`src/rtl/dmem_pkg.sv`:
```
// Shared types and default sizing for the data-memory arbiter.
// The command struct carries a zero-extended word address so it is independent of MEM_AW.
package dmem_pkg;

  localparam int unsigned MEM_AW_DEF       = 6;
  localparam int unsigned STARVE_LIMIT_DEF = 4;

  typedef enum logic [1:0] {
    OWN_NONE = 2'd0,
    OWN_CPU  = 2'd1,
    OWN_DMA  = 2'd2
  } owner_t;

  typedef struct packed {
    logic        we;
    logic [31:0] addr;
    logic [31:0] wdata;
  } mem_cmd_t;

endpackage

```
`src/rtl/dmem_starve_ctr.sv`:
```
// Counts consecutive cycles a pending DMA request has been denied, saturating at LIMIT.
// force_grant_o tells the arbiter the DMA side must win the current cycle.
module dmem_starve_ctr
  import dmem_pkg::*;
#(
  parameter int unsigned LIMIT = STARVE_LIMIT_DEF
) (
  input  logic clk,
  input  logic reset,
  input  logic dma_req_i,
  input  logic dma_gnt_i,
  output logic force_grant_o
);

  localparam int unsigned CW = $clog2(LIMIT + 1);
  localparam logic [CW-1:0] LIMIT_C = CW'(LIMIT);

  logic [CW-1:0] cnt_q, cnt_d;

  always_comb begin
    cnt_d = '0;
    if (dma_req_i && !dma_gnt_i) begin
      cnt_d = (cnt_q == LIMIT_C) ? cnt_q : cnt_q + 1'b1;
    end
  end

  always_ff @(posedge clk) begin
    if (reset) begin
      cnt_q <= '0;
    end else begin
      cnt_q <= cnt_d;
    end
  end

  assign force_grant_o = (cnt_q == LIMIT_C);

endmodule

```
`src/rtl/dmem_arbiter.sv`:
```
// Two-master arbiter for the single-port data RAM: CPU has priority, DMA is force-granted
// after STARVE_LIMIT denied cycles. Read data returns one cycle after the grant to its owner.
module dmem_arbiter
  import dmem_pkg::*;
#(
  parameter int unsigned MEM_AW       = MEM_AW_DEF,
  parameter int unsigned STARVE_LIMIT = STARVE_LIMIT_DEF
) (
  input  logic              clk,
  input  logic              reset,
  input  logic              cpu_req,
  input  logic              cpu_we,
  input  logic [31:0]       cpu_addr,
  input  logic [31:0]       cpu_wdata,
  output logic              cpu_gnt,
  output logic              cpu_rvalid,
  output logic [31:0]       cpu_rdata,
  input  logic              dma_req,
  input  logic              dma_we,
  input  logic [31:0]       dma_addr,
  input  logic [31:0]       dma_wdata,
  output logic              dma_gnt,
  output logic              dma_rvalid,
  output logic [31:0]       dma_rdata,
  output logic              mem_en,
  output logic              mem_we,
  output logic [MEM_AW-1:0] mem_addr,
  output logic [31:0]       mem_wdata,
  input  logic [31:0]       mem_rdata
);

  owner_t      rd_owner_q, rd_owner_d;
  logic [31:0] cpu_rdata_q, dma_rdata_q;
  logic        starve_force;
  logic        force_dma;
  mem_cmd_t    cmd;
  logic        addr_unused;

  dmem_starve_ctr #(
    .LIMIT (STARVE_LIMIT)
  ) u_starve (
    .clk           (clk),
    .reset         (reset),
    .dma_req_i     (dma_req),
    .dma_gnt_i     (dma_gnt),
    .force_grant_o (starve_force)
  );

  // Grants are gated by reset so nothing reaches the RAM while the block is held in reset.
  assign force_dma = starve_force & dma_req;
  assign cpu_gnt   = !reset & cpu_req & !force_dma;
  assign dma_gnt   = !reset & dma_req & (force_dma | !cpu_req);

  always_comb begin
    cmd = '0;
    if (cpu_gnt) begin
      cmd = '{we: cpu_we, addr: 32'(cpu_addr[MEM_AW+1:2]), wdata: cpu_wdata};
    end else if (dma_gnt) begin
      cmd = '{we: dma_we, addr: 32'(dma_addr[MEM_AW+1:2]), wdata: dma_wdata};
    end
  end

  assign mem_en    = cpu_gnt | dma_gnt;
  assign mem_we    = cmd.we;
  assign mem_addr  = cmd.addr[MEM_AW-1:0];
  assign mem_wdata = cmd.wdata;

  assign addr_unused = ^{cpu_addr[31:MEM_AW+2], cpu_addr[1:0],
                         dma_addr[31:MEM_AW+2], dma_addr[1:0],
                         cmd.addr[31:MEM_AW]};

  always_comb begin
    rd_owner_d = OWN_NONE;
    if (cpu_gnt && !cpu_we) begin
      rd_owner_d = OWN_CPU;
    end else if (dma_gnt && !dma_we) begin
      rd_owner_d = OWN_DMA;
    end
  end

  // A read still in flight when reset rises is dropped rather than delivered.
  assign cpu_rvalid = !reset && (rd_owner_q == OWN_CPU);
  assign dma_rvalid = !reset && (rd_owner_q == OWN_DMA);
  assign cpu_rdata  = reset ? '0 : (cpu_rvalid ? mem_rdata : cpu_rdata_q);
  assign dma_rdata  = reset ? '0 : (dma_rvalid ? mem_rdata : dma_rdata_q);

  always_ff @(posedge clk) begin
    if (reset) begin
      rd_owner_q  <= OWN_NONE;
      cpu_rdata_q <= '0;
      dma_rdata_q <= '0;
    end else begin
      rd_owner_q  <= rd_owner_d;
      cpu_rdata_q <= cpu_rdata;
      dma_rdata_q <= dma_rdata;
    end
  end

endmodule

```
`config.mk`:
```
export PLATFORM = sky130hd
export DESIGN_NAME = dmem_arbiter
export DESIGN_NICKNAME = d
export VERILOG_FILES = /design/src/rtl/dmem_pkg.sv /design/src/rtl/dmem_starve_ctr.sv /design/src/rtl/dmem_arbiter.sv
export SDC_FILE = /design/constraint.sdc
export NUM_CORES = 1
export LEC_CHECK = 0
export BUFFER_PORTS_ARGS = -buffer_cell sky130_fd_sc_hd__buf_2
export CORE_AREA = 2 2 107 109
export CTS_CLUSTER_DIAMETER = 200
export DETAILED_ROUTE_END_ITERATION = 8
export DIE_AREA = 0 0 109 111
export HOLD_SLACK_MARGIN = 0.08
export PLACE_DENSITY_LB_ADDON = 0.3
export SETUP_SLACK_MARGIN = 0.2
export SYNTH_ARGS = -nofsm -noshare
export SYNTH_HDL_FRONTEND = slang
export SYNTH_SLANG_ARGS = --single-unit
```
`constraint.sdc`:
```
create_clock -name clk -period 1.81 [get_ports clk]
set_input_delay 0.362 -clock clk [delete_from_list [all_inputs] [get_ports clk]]
set_output_delay 0.362 -clock clk [all_outputs]
set_load 0.01 [all_outputs]
```
Word level (Yosys, flattened, before mapping)
Index checks and enable logic that the tools add are counted.
{ "word_totals": {"regBits": 69, "inputBits": 166, "output_inout_bits": 108, "elab_cells": 38} }
{ "classes": {"addsub": 1, "n_eq_ne": 3, "n_mux": 8, "bitwise_logic": 8, "reduce_logical": 13} }
{ "op_table": {"columns": ["op", "count"], "rows": [
  ["$mux 65", 2],
  ["$mux 32", 4],
  ["$logic_not 1->1", 6],
  ["$and 1x1->1", 5],
  ["$logic_and 1x1->1", 5],
  ["$reduce_or 2->1", 2],
  ["$add 3x1->3 const B", 1],
  ["$eq 3x3->1 const B", 1],
  ["$eq 2x1->1 const B", 1],
  ["$eq 2x2->1 const B", 1],
  ["$mux 2", 1],
  ["$or 1x1->1", 2],
  ["$mux 1", 1],
  ["$not 1->1", 1]
]} }

Logic depth before layout (Yosys ltp)
Gate-level depths: netlist of the first run.
{ "logic_depth": {"depth_word": 8, "mapped_depth": 6, "ltp_nobuf": 5} }

Hierarchy
A second synthesis of the first run with hierarchy kept.
{ "unflattened": {"hier_cells": 483, "hier_area_um2": 3442.1} }
{ "modules_own_cells": {"columns": ["mod", "instances", "cells_each", "area_each_um2", "seq_area_each_um2"], "rows": [
  ["dmem_arbiter", 1, 465, 3271.9, 1321.3],
  ["dmem_starve_ctr", 1, 18, 170.2, 60.1]
]} }

Worst setup path before layout of the first run
Ideal clock, no wire load.
{ "synth_path": {"path_kind": "reg2out", "startpoint": "register u_starve.cnt_q[0]", "endpoint": "output port mem_addr[0]", "arrival_time_ns": 1.354, "required_time_ns": 1.448, "slack_ns": 0.094, "path_stages_with_launch": 6, "n_path_buf": 1, "cell_sequence": "dfxtp_1 > inv_1 > ha_1 > a311oi_4 > buf_6 > a22o_1"} }
{ "synth_via": {"word_cells_on_any_way": 8, "classes_between": "eq/ne (1); mux (2); bitwise (4); reduce/logical (1)"} }
{ "synth_lines": {"columns": ["item", "line", "text"], "rows": [
  ["start: declaration", "dmem_starve_ctr.sv:18", "logic [CW-1:0] cnt_q, cnt_d;"],
  ["start signal: assignment", "dmem_starve_ctr.sv:31", "cnt_q <= cnt_d;"],
  ["$eq 3x3->1", "dmem_starve_ctr.sv:35", "assign force_grant_o = (cnt_q == LIMIT_C);"],
  ["$and 1x1->1", "dmem_arbiter.sv:50", "assign force_dma = starve_force & dma_req;"],
  ["$logic_not 1->1", "dmem_arbiter.sv:51", "assign cpu_gnt = !reset & cpu_req & !force_dma;"],
  ["$and 1x1->1", "dmem_arbiter.sv:51", null],
  ["net cpu_gnt", "dmem_arbiter.sv:15", "output logic cpu_gnt,"],
  ["$mux 65", "dmem_arbiter.sv:56", "if (cpu_gnt) begin"],
  ["end: declaration", "dmem_arbiter.sv:27", "output logic [MEM_AW-1:0] mem_addr,"]
]} }
The timed path passes the listed nets, and every way through them passes these cells.

Worst setup path after layout of the first run
{ "layout_path": {"startpoint": "register rd_owner_q[1]", "endpoint": "output port cpu_rdata[25]"} }
{ "layout_via": {"elab_chain_cells": 4} }
{ "layout_rtl": {"columns": ["item", "line", "text"], "rows": [
  ["start: declaration", "dmem_arbiter.sv:32", "owner_t rd_owner_q, rd_owner_d;"],
  ["start signal: assignment", "dmem_arbiter.sv:93", "rd_owner_q <= rd_owner_d;"],
  ["$eq 2x1->1", "dmem_arbiter.sv:82", "assign cpu_rvalid = !reset && (rd_owner_q == OWN_CPU);"],
  ["$logic_and 1x1->1", "dmem_arbiter.sv:82", null],
  ["$mux 32 (2 in a row)", "dmem_arbiter.sv:84", "assign cpu_rdata = reset ? '0 : (cpu_rvalid ? mem_rdata : cpu_rdata_q);"],
  ["end: declaration", "dmem_arbiter.sv:17", "output logic [31:0] cpu_rdata,"]
]} }
Every way passes these cells.

==> results.ini, run 1 <==
[timing]
tns_ns = -26.17
timing.clock.skew_ns = 0.00697
post-route-min-period_ns = 2.16
hold_ws_ns = 0.230
timing.max_slew.rel_slack = 0.642
slew_at_the_pin_closest_to_its_max_slew_limit_ns = 0.536
final_hold_viol_count = 0
setup_slack_ns = -0.348
final_min_period_over_clock_period = 1.19
timing.final.setup_violations = 105
rsz0062_at_grt = yes
slew_viol_final = 0
fmaxAchievable_ghz = 0.463

[clocking]
clkTransAtPathRegs_ns = 0.06
htree_num_levels = 3
clock_path_buffers = 2
clock_latency_ns = 0.33
clockRootBuffer = sky130_fd_sc_hd__clkbuf_16
tritoncts = built
tritoncts_num_sinks = 69
cts-buffers-inserted = 9
hold_buffers = 0

[worst_setup_path]
arrival_time_at_the_worst_endpoint_ns = 1.80
setup.worst_path.end_class = output port
required_ns = 1.45
critical_path.max_stage_delay_ns = 0.36
cpMaxStageDelayCell = sky130_fd_sc_hd__dfxtp_4
list_of_cells_traversed_by_the_critical_path = buf_6 > nor2b_4 > buf_6 > buf_12 > buf_16 > nand2_4 > a21oi_2 > buf_2
path_class = reg2out
crit_path_frequent_cell = sky130_fd_sc_hd__buf_6
worst-path-max-fanout = 7
worstSetupStartpointType = register

[detailed_routing]
detail_route.vias_per_cell = 5.00
detailedRoute.firstIterationViolations = 225
antenna_violating_nets_post_route = 0
route.final.wire_length_mm = 15.2
detail_route.drc_violations = 0
via_count = 4303
post_drt_wl_per_cell_um = 17.7
first_pass_iters = 4

[finish]
ratio_of_cells_with_drive_above_1_in_the_final_layout = 0.698
fillerInstances = 892
num-nets-final = 879
finished_core_util = 0.628
syn_to_final_growth_pct = 116
post_layout_nonfiller_instances = 861

[synthesis]
ys.warnings.count = 0
synth_seq_area_share = 0.429
synth_compound_gate_area_share = 0.316
ys_types = 20
synth_area_um2 = 3220
syn-mean-instance-area_um2 = 7.50
synth_cells = 429
postSynthRegisterBits = 69
synth_fp_nets = 597
muxShareOfSynthArea = 0.00311
post_synth_and_or_nand_nor_area_fraction = 0.176
post_synth_xor_area_fraction = 0
synth-adder-area-share = 0.00777
synth_top_family_by_area = compound AO/OA/AOI/OAI gates

[die]
num_rows = 39
fp.dieArea_um2 = 12100
starting_density_of_the_core = 0.291
fp.dieW_um = 109
io_pins = 274
placeableCoreArea_um2 = 11100
chipHeight_um = 111

[global_routing]
grt-ovfl-total = 0
total_global_routing_track_utilization = 0.229
grt_start_max_net_pins = 95
wire_length_of_the_first_global_routing_pass_mm = 20.6
grt_pass1_vias = 4017
grt_antenna_before_repair = 2

[placed_design]
place_inst = 771
estimated_wirelength_of_the_detail_placed_design_mm = 9.01
dp_worst_setup_slack_ns = -0.0321
port_buffers = 221
finalWeightedCongestion = 0.882

[job]
drv_cap = 0

[status]
run_status = finished with violations
failed_checks = negative setup slack

[pwr]
power_density_nw_per_um2 = 651
p_leak_nw = 3.39
irDropWorstVdd_mv = 0.444

[hold_path]
hold_path.class = in2reg

==> cell usage after synthesis <==
master,count,share of area
sky130_fd_sc_hd__buf_6,4,0.014
sky130_fd_sc_hd__nor2_1,7,0.0082
sky130_fd_sc_hd__buf_4,1,0.0023
sky130_fd_sc_hd__ha_1,2,0.0078
sky130_fd_sc_hd__a21oi_2,1,0.0027
sky130_fd_sc_hd__nor2b_1,4,0.0078
sky130_fd_sc_hd__a22o_1,39,0.11
sky130_fd_sc_hd__nor3_1,1,0.0016
sky130_fd_sc_hd__nand2b_1,3,0.0058
sky130_fd_sc_hd__a21oi_1,128,0.20
sky130_fd_sc_hd__mux2i_1,1,0.0031
sky130_fd_sc_hd__a311oi_4,1,0.0082
sky130_fd_sc_hd__buf_1,4,0.0047
sky130_fd_sc_hd__clkbuf_1,12,0.014
sky130_fd_sc_hd__buf_2,18,0.028
sky130_fd_sc_hd__nand2_1,129,0.15
sky130_fd_sc_hd__inv_1,3,0.0035
sky130_fd_sc_hd__or3b_1,1,0.0027
sky130_fd_sc_hd__inv_2,1,0.0012
sky130_fd_sc_hd__dfxtp_1,69,0.43
==> worst paths after layout <==
| path | from | to | slack [ns] | depth (start not counted) |
|---|---|---|---|---|
| setup / recovery | rd_owner_q[1]$_SDFF_PP0_ | cpu_rdata[25] | -0.35 | 8 |
| hold reg to reg | dma_rdata_q[26]$_SDFF_PP0_ | dma_rdata_q[26]$_SDFF_PP0_ | 0.47 | 2 |
| setup reg to reg | rd_owner_q[1]$_SDFF_PP0_ | cpu_rdata_q[11]$_SDFF_PP0_ | 0.24 | 9 |
| hold / removal | dma_we | rd_owner_q[1]$_SDFF_PP0_ | 0.23 | 2 |
==> placed cells by master, fill, tap and decap left out, types with 3 or more instances in the layout <==
cell type and instances:
sky130_fd_sc_hd__dfxtp_1 65, sky130_fd_sc_hd__buf_4 50, sky130_fd_sc_hd__nand2_2 10, sky130_fd_sc_hd__a21oi_2 63
sky130_fd_sc_hd__buf_2 195, sky130_fd_sc_hd__nor2_1 5, sky130_fd_sc_hd__nand2_4 83, sky130_fd_sc_hd__bufinv_16 3
sky130_fd_sc_hd__buf_12 14, sky130_fd_sc_hd__dfxtp_2 3, sky130_fd_sc_hd__buf_6 34, sky130_fd_sc_hd__a21oi_1 64
sky130_fd_sc_hd__inv_2 3, sky130_fd_sc_hd__nand2_1 36, sky130_fd_sc_hd__clkbuf_16 11, sky130_fd_sc_hd__buf_8 4
sky130_fd_sc_hd__buf_16 11, sky130_fd_sc_hd__a22o_1 37
==> registers in the layout, summed over array words and instances, names as in the netlist <==
signal,count
cpu_rdata_q,32
dma_rdata_q,32
rd_owner_q,2
u_starve.cnt_q,3
==> repair_timing <==
action	in CTS	in global routing
setup buffers	37	22
gates resized for setup	248	79
gates cloned	11	2
endpoints found under the setup margin	106	107
pin swaps	68	96
==> where the power goes <==
part	leakage (nW)	internal, W	total, W	switching [W]
clock network	0.163	0.00135	0.00202	0.000671
logic	2.67	0.000451	0.000931	0.000481
registers	0.561	0.00156	0.00158	0.0000192
total	3.39	0.00336	0.00453	0.00117
==> layout make-up <==
class	count	area, um^2	share of cell area
antenna	2	5.00	0.000720
clock buffer	10	229	0.0329
clock inverter	6	111	0.0160
inverter	4	15.0	0.00216
multi-input combinational	317	2600	0.374
sequential	69	1390	0.200
tap	143	179	0.0257
timing repair buffer	310	2430	0.349
==> routing by layer <==
layer  share of wire  wire [um]  track usage  vias to the layer above
li1                -          -            -                     2052
met1            0.37       5670        0.262                     2052
met2            0.52       7860        0.393                      170
met3           0.070       1070       0.0553                       29
met4           0.040        606        0.109                        0
met5               0          0            0                        -
==> logic make-up after synthesis <==
| family | after synthesis |
|---|---|
| AOI/OAI and AO/OA | 169 |
| adders and majority gates | 2 |
| buffers and inverters | 43 |
| DFF | 69 |
| muxes | 1 |
| and+or+nand+nor | 145 |
==> critical path, delay by kind of cell (launching register included) <==
kind	cells	cell delay, ns
compound gates	1	0.14
buf+inv	5	0.70
flops	1	0.36
simple gates	2	0.27
==> through the flow <==
stage / area, um^2 / power, W
5_1_grt: 6950 / 0.00470
3_3_place_gp: 4560 / 0.00219
6_report: 6950 / 0.00453
3_5_place_dp: 4560 / 0.00220
2_1_floorplan: 3230 / 0.00189
4_1_cts: 6350 / 0.00446
Note: power is estimated with default switching activity, not from simulation.
==> run 2: changes to the inputs <==
--- a/config.mk
+++ b/config.mk
@@ -6,13 +6,14 @@
 export NUM_CORES = 1
 export LEC_CHECK = 0
 export BUFFER_PORTS_ARGS = -buffer_cell sky130_fd_sc_hd__buf_2
-export CORE_AREA = 2 2 107 109
+export CORE_AREA = 2 2 105 107
 export CTS_CLUSTER_DIAMETER = 200
 export DETAILED_ROUTE_END_ITERATION = 8
-export DIE_AREA = 0 0 109 111
+export DIE_AREA = 0 0 107 109
 export HOLD_SLACK_MARGIN = 0.08
 export PLACE_DENSITY_LB_ADDON = 0.3
 export SETUP_SLACK_MARGIN = 0.2
 export SYNTH_ARGS = -nofsm -noshare
 export SYNTH_HDL_FRONTEND = slang
+export SYNTH_HIERARCHICAL = 1
 export SYNTH_SLANG_ARGS = --single-unit
==> constraint.sdc (replaced) <==
create_clock -name clk -period 1.81 [get_ports clk]
set_input_delay 0.181 -clock clk [delete_from_list [all_inputs] [get_ports clk]]
set_output_delay 0.181 -clock clk [all_outputs]
set_load 0.01 [all_outputs]
==> results.ini, run 2 <==
[status]
run_status = finished with violations  ; unchanged
failed_checks = negative setup slack  ; unchanged

[global_routing]
grt_pass1_vias = 4624  ; was 4017
grt_antenna_before_repair = 0  ; was 2
grt_start_max_net_pins = 65  ; was 95
total_global_routing_track_utilization = 0.255  ; was 0.229
wire_length_of_the_first_global_routing_pass_mm = 23.3  ; was 20.6 mm
grt-ovfl-total = 0  ; unchanged

[die]
fp.dieArea_um2 = 11700  ; was 12100 um^2
placeableCoreArea_um2 = 10600  ; was 11100 um^2
fp.dieW_um = 107  ; was 109 um
starting_density_of_the_core = 0.325  ; was 0.291
num_rows = 38  ; was 39
chipHeight_um = 109  ; was 111 um
io_pins = 274  ; unchanged

[pwr]
irDropWorstVdd_mv = 0.385  ; was 0.444 mV
power_density_nw_per_um2 = 557  ; was 651 nW/um^2
p_leak_nw = 3.47  ; was 3.39 nW

[finish]
reg.largest.list = cpu_rdata_q (32), dma_rdata_q (32), u_starve/cnt_q (3)  ; was cpu_rdata_q (32), dma_rdata_q (32), u_starve.cnt_q (3)
layout_commonest_cell = sky130_fd_sc_hd__buf_2  ; unchanged
ratio_of_cells_with_drive_above_1_in_the_final_layout = 0.655  ; was 0.698
mostFrequentLayoutCells = sky130_fd_sc_hd__buf_2, sky130_fd_sc_hd__buf_4, sky130_fd_sc_hd__nand2_4, sky130_fd_sc_hd__a21oi_1, sky130_fd_sc_hd__dfxtp_1  ; was sky130_fd_sc_hd__buf_2, sky130_fd_sc_hd__nand2_4, sky130_fd_sc_hd__dfxtp_1
syn_to_final_growth_pct = 107  ; was 116%
num-nets-final = 952  ; was 879
finished_core_util = 0.671  ; was 0.628
antennaDiodeCount = 0  ; was 2

[timing]
rsz0062_at_grt = yes  ; unchanged
post-route-min-period_ns = 2.06  ; was 2.16 ns
timing.final.setup_violations = 49  ; was 105
fmaxAchievable_ghz = 0.484  ; was 0.463 GHz
final_min_period_over_clock_period = 1.14  ; was 1.19
timing.clock.skew_ns = 0.00723  ; was 0.00697 ns
slew_viol_final = 0  ; unchanged
setup_slack_ns = -0.254  ; was -0.348 ns
slew_at_the_pin_closest_to_its_max_slew_limit_ns = 0.358  ; was 0.536 ns
final_hold_viol_count = 0  ; unchanged
hold_ws_ns = 0.135  ; was 0.230 ns
timing.max_slew.rel_slack = 0.761  ; was 0.642

[synthesis]
post-synth-top-area-fraction = 0.401  ; was 0.429
synth_async_sr_flop_share = 0  ; unchanged
syn-mean-instance-area_um2 = 7.13  ; was 7.50 um^2
postSynthRegisterBits = 69  ; unchanged
synth_seq_area_share = 0.401  ; was 0.429
synth_fp_nets = 651  ; was 597
yosysMostFrequentCell = sky130_fd_sc_hd__nand2_1  ; unchanged
ys_types = 23  ; was 20
synth_cells = 483  ; was 429
ys.warnings.count = 6  ; was 0
synth-edff-count = 0  ; unchanged
synth_area_um2 = 3440  ; was 3220 um^2
library_cell_with_the_largest_summed_area_after_synthesis = sky130_fd_sc_hd__dfxtp_1  ; unchanged
synth_top_cells_by_area = sky130_fd_sc_hd__dfxtp_1, sky130_fd_sc_hd__a21oi_1, sky130_fd_sc_hd__nand2_1  ; unchanged
ys_dominant_reg_cell = sky130_fd_sc_hd__dfxtp_1  ; unchanged
ys_top_cells_by_count = sky130_fd_sc_hd__nand2_1, sky130_fd_sc_hd__a21oi_1, sky130_fd_sc_hd__dfxtp_1, sky130_fd_sc_hd__nor2_1, sky130_fd_sc_hd__a32oi_1  ; was sky130_fd_sc_hd__nand2_1, sky130_fd_sc_hd__a21oi_1, sky130_fd_sc_hd__dfxtp_1, sky130_fd_sc_hd__a22o_1, sky130_fd_sc_hd__buf_2

[clocking]
clockRootBuffer = sky130_fd_sc_hd__clkbuf_8  ; was sky130_fd_sc_hd__clkbuf_16
tritoncts_num_sinks = 69  ; unchanged
clock_latency_ns = 0.33  ; about the same
cts-buffers-inserted = 9  ; unchanged
clock_path_buffers = 2  ; unchanged
tritoncts = built  ; unchanged
htree_num_levels = 3  ; unchanged
clkTransAtPathRegs_ns = 0.08  ; was 0.06 ns

[worst_setup_path]
arrival_time_at_the_worst_endpoint_ns = 1.88  ; was 1.80 ns
required_ns = 1.63  ; was 1.45 ns
path_class = reg2out  ; unchanged
worstSetupStartpointType = register  ; unchanged
setup.worst_path.end_class = output port  ; unchanged
worst-path-max-fanout = 9  ; was 7

[detailed_routing]
first_pass_iters = 4  ; unchanged
antenna_violating_nets_post_route = 0  ; unchanged
via_count = 4871  ; was 4303
route.final.wire_length_mm = 16.6  ; was 15.2 mm
detailedRoute.firstIterationViolations = 342  ; was 225
detail_route.vias_per_cell = 5.24  ; was 5.00
detail_route.drc_violations = 0  ; unchanged
post_drt_wl_per_cell_um = 17.9  ; was 17.7 um

[job]
drv_cap = 0  ; unchanged

[placed_design]
port_buffers = 221  ; unchanged
finalWeightedCongestion = 0.869  ; was 0.882
estimated_wirelength_of_the_detail_placed_design_mm = 8.64  ; was 9.01 mm

[hold_path]
hold_path.class = in2reg  ; unchanged

[run 2: worst max-delay path: stages (launching register included)]
cell and delay, ns:
sky130_fd_sc_hd__dfxtp_2 0.34, sky130_fd_sc_hd__inv_2 0.04, sky130_fd_sc_hd__ha_4 0.15, sky130_fd_sc_hd__and2_4 0.17, sky130_fd_sc_hd__a21boi_4 0.18, sky130_fd_sc_hd__buf_6 0.17, sky130_fd_sc_hd__clkbuf_16 0.16, sky130_fd_sc_hd__a32oi_1 0.06
sky130_fd_sc_hd__nor2_1 0.13, sky130_fd_sc_hd__buf_2 0.15
[run 2: routing by layer]
| layer | routed length [um] | up-vias | part of all wire | GRT usage |
|---|---|---|---|---|
| met4 | 388 | 0 | 0.023 | 0.108 |
| met3 | 1030 | 33 | 0.062 | 0.0562 |
| met2 | 9290 | 212 | 0.56 | 0.490 |
| met5 | 0 | - | 0 | 0 |
| li1 | - | 2289 | - | - |
| met1 | 5900 | 2337 | 0.36 | 0.266 |
[run 2: layout make-up]
class                   instances  area [um^2]
clock buffers                  10          128
clock inverters                 6         86.3
multi-input cells             364         2750
repair buffers                338         2580
fillers                       790         3490
well taps                     140          175
inverters                       2         7.51
flip-flops and latches         69         1390
[run 2: through the flow]
step	instances	setup WS (ns)	total power [W]	TNS, ns	instance area, um^2
6_report	929	-0.254	0.00396	-7.43	7120
5_1_grt	929	-0.317	0.00412	-13.26	7120
4_1_cts	896	-0.207	0.00388	-6.68	6610
3_5_place_dp	813	0.0952	0.00224	0	4720
3_3_place_gp	813	0.122	0.00223	0	4720
2_1_floorplan	483	0.169	0.00194	0	3490
[run 2: cell families (layout without fill, tap and decap cells)]
family | count (synthesis) | after routing | synth area share
adder cells (fa/ha/maj) | 2 | 2 | 0.00727
buffers and inverters | 50 | 356 | 0.0763
AND/OR/NAND/NOR | 190 | 190 | 0.218
AO/OA/AOI/OAI | 172 | 172 | 0.297
flip-flops | 69 | 69 | 0.401
[run 2: power by group]
group          total [W]  switching [W]  internal, W
clock network    0.00137       0.000594     0.000777
logic            0.00102       0.000551     0.000471
registers        0.00157      0.0000152      0.00156
total            0.00396        0.00116      0.00281
[run 2: path summary, 6_finish.rpt]
kind | start | end | slack, ns | cells past startpoint
max reg2reg | u_starve/cnt_q[0]$_SDFFE_PP0P_ | u_starve/cnt_q[0]$_SDFFE_PP0P_ | 0.10 | 9
min | mem_rdata[25] | dma_rdata_q[25]$_SDFF_PP0_ | 0.14 | 3
max | u_starve/cnt_q[0]$_SDFFE_PP0P_ | mem_wdata[24] | -0.25 | 9
min reg2reg | dma_rdata_q[17]$_SDFF_PP0_ | dma_rdata_q[17]$_SDFF_PP0_ | 0.48 | 2
[run 2: repair_timing]
action                                 in CTS  in global routing
gates cloned                               14                  2
endpoints found under the hold margin       2                  0
gates resized for setup                   234                 45
hold buffers                                2                  0
pin swaps                                 106                 80
setup buffers                              51                 31
setup endpoints to repair                 107                109
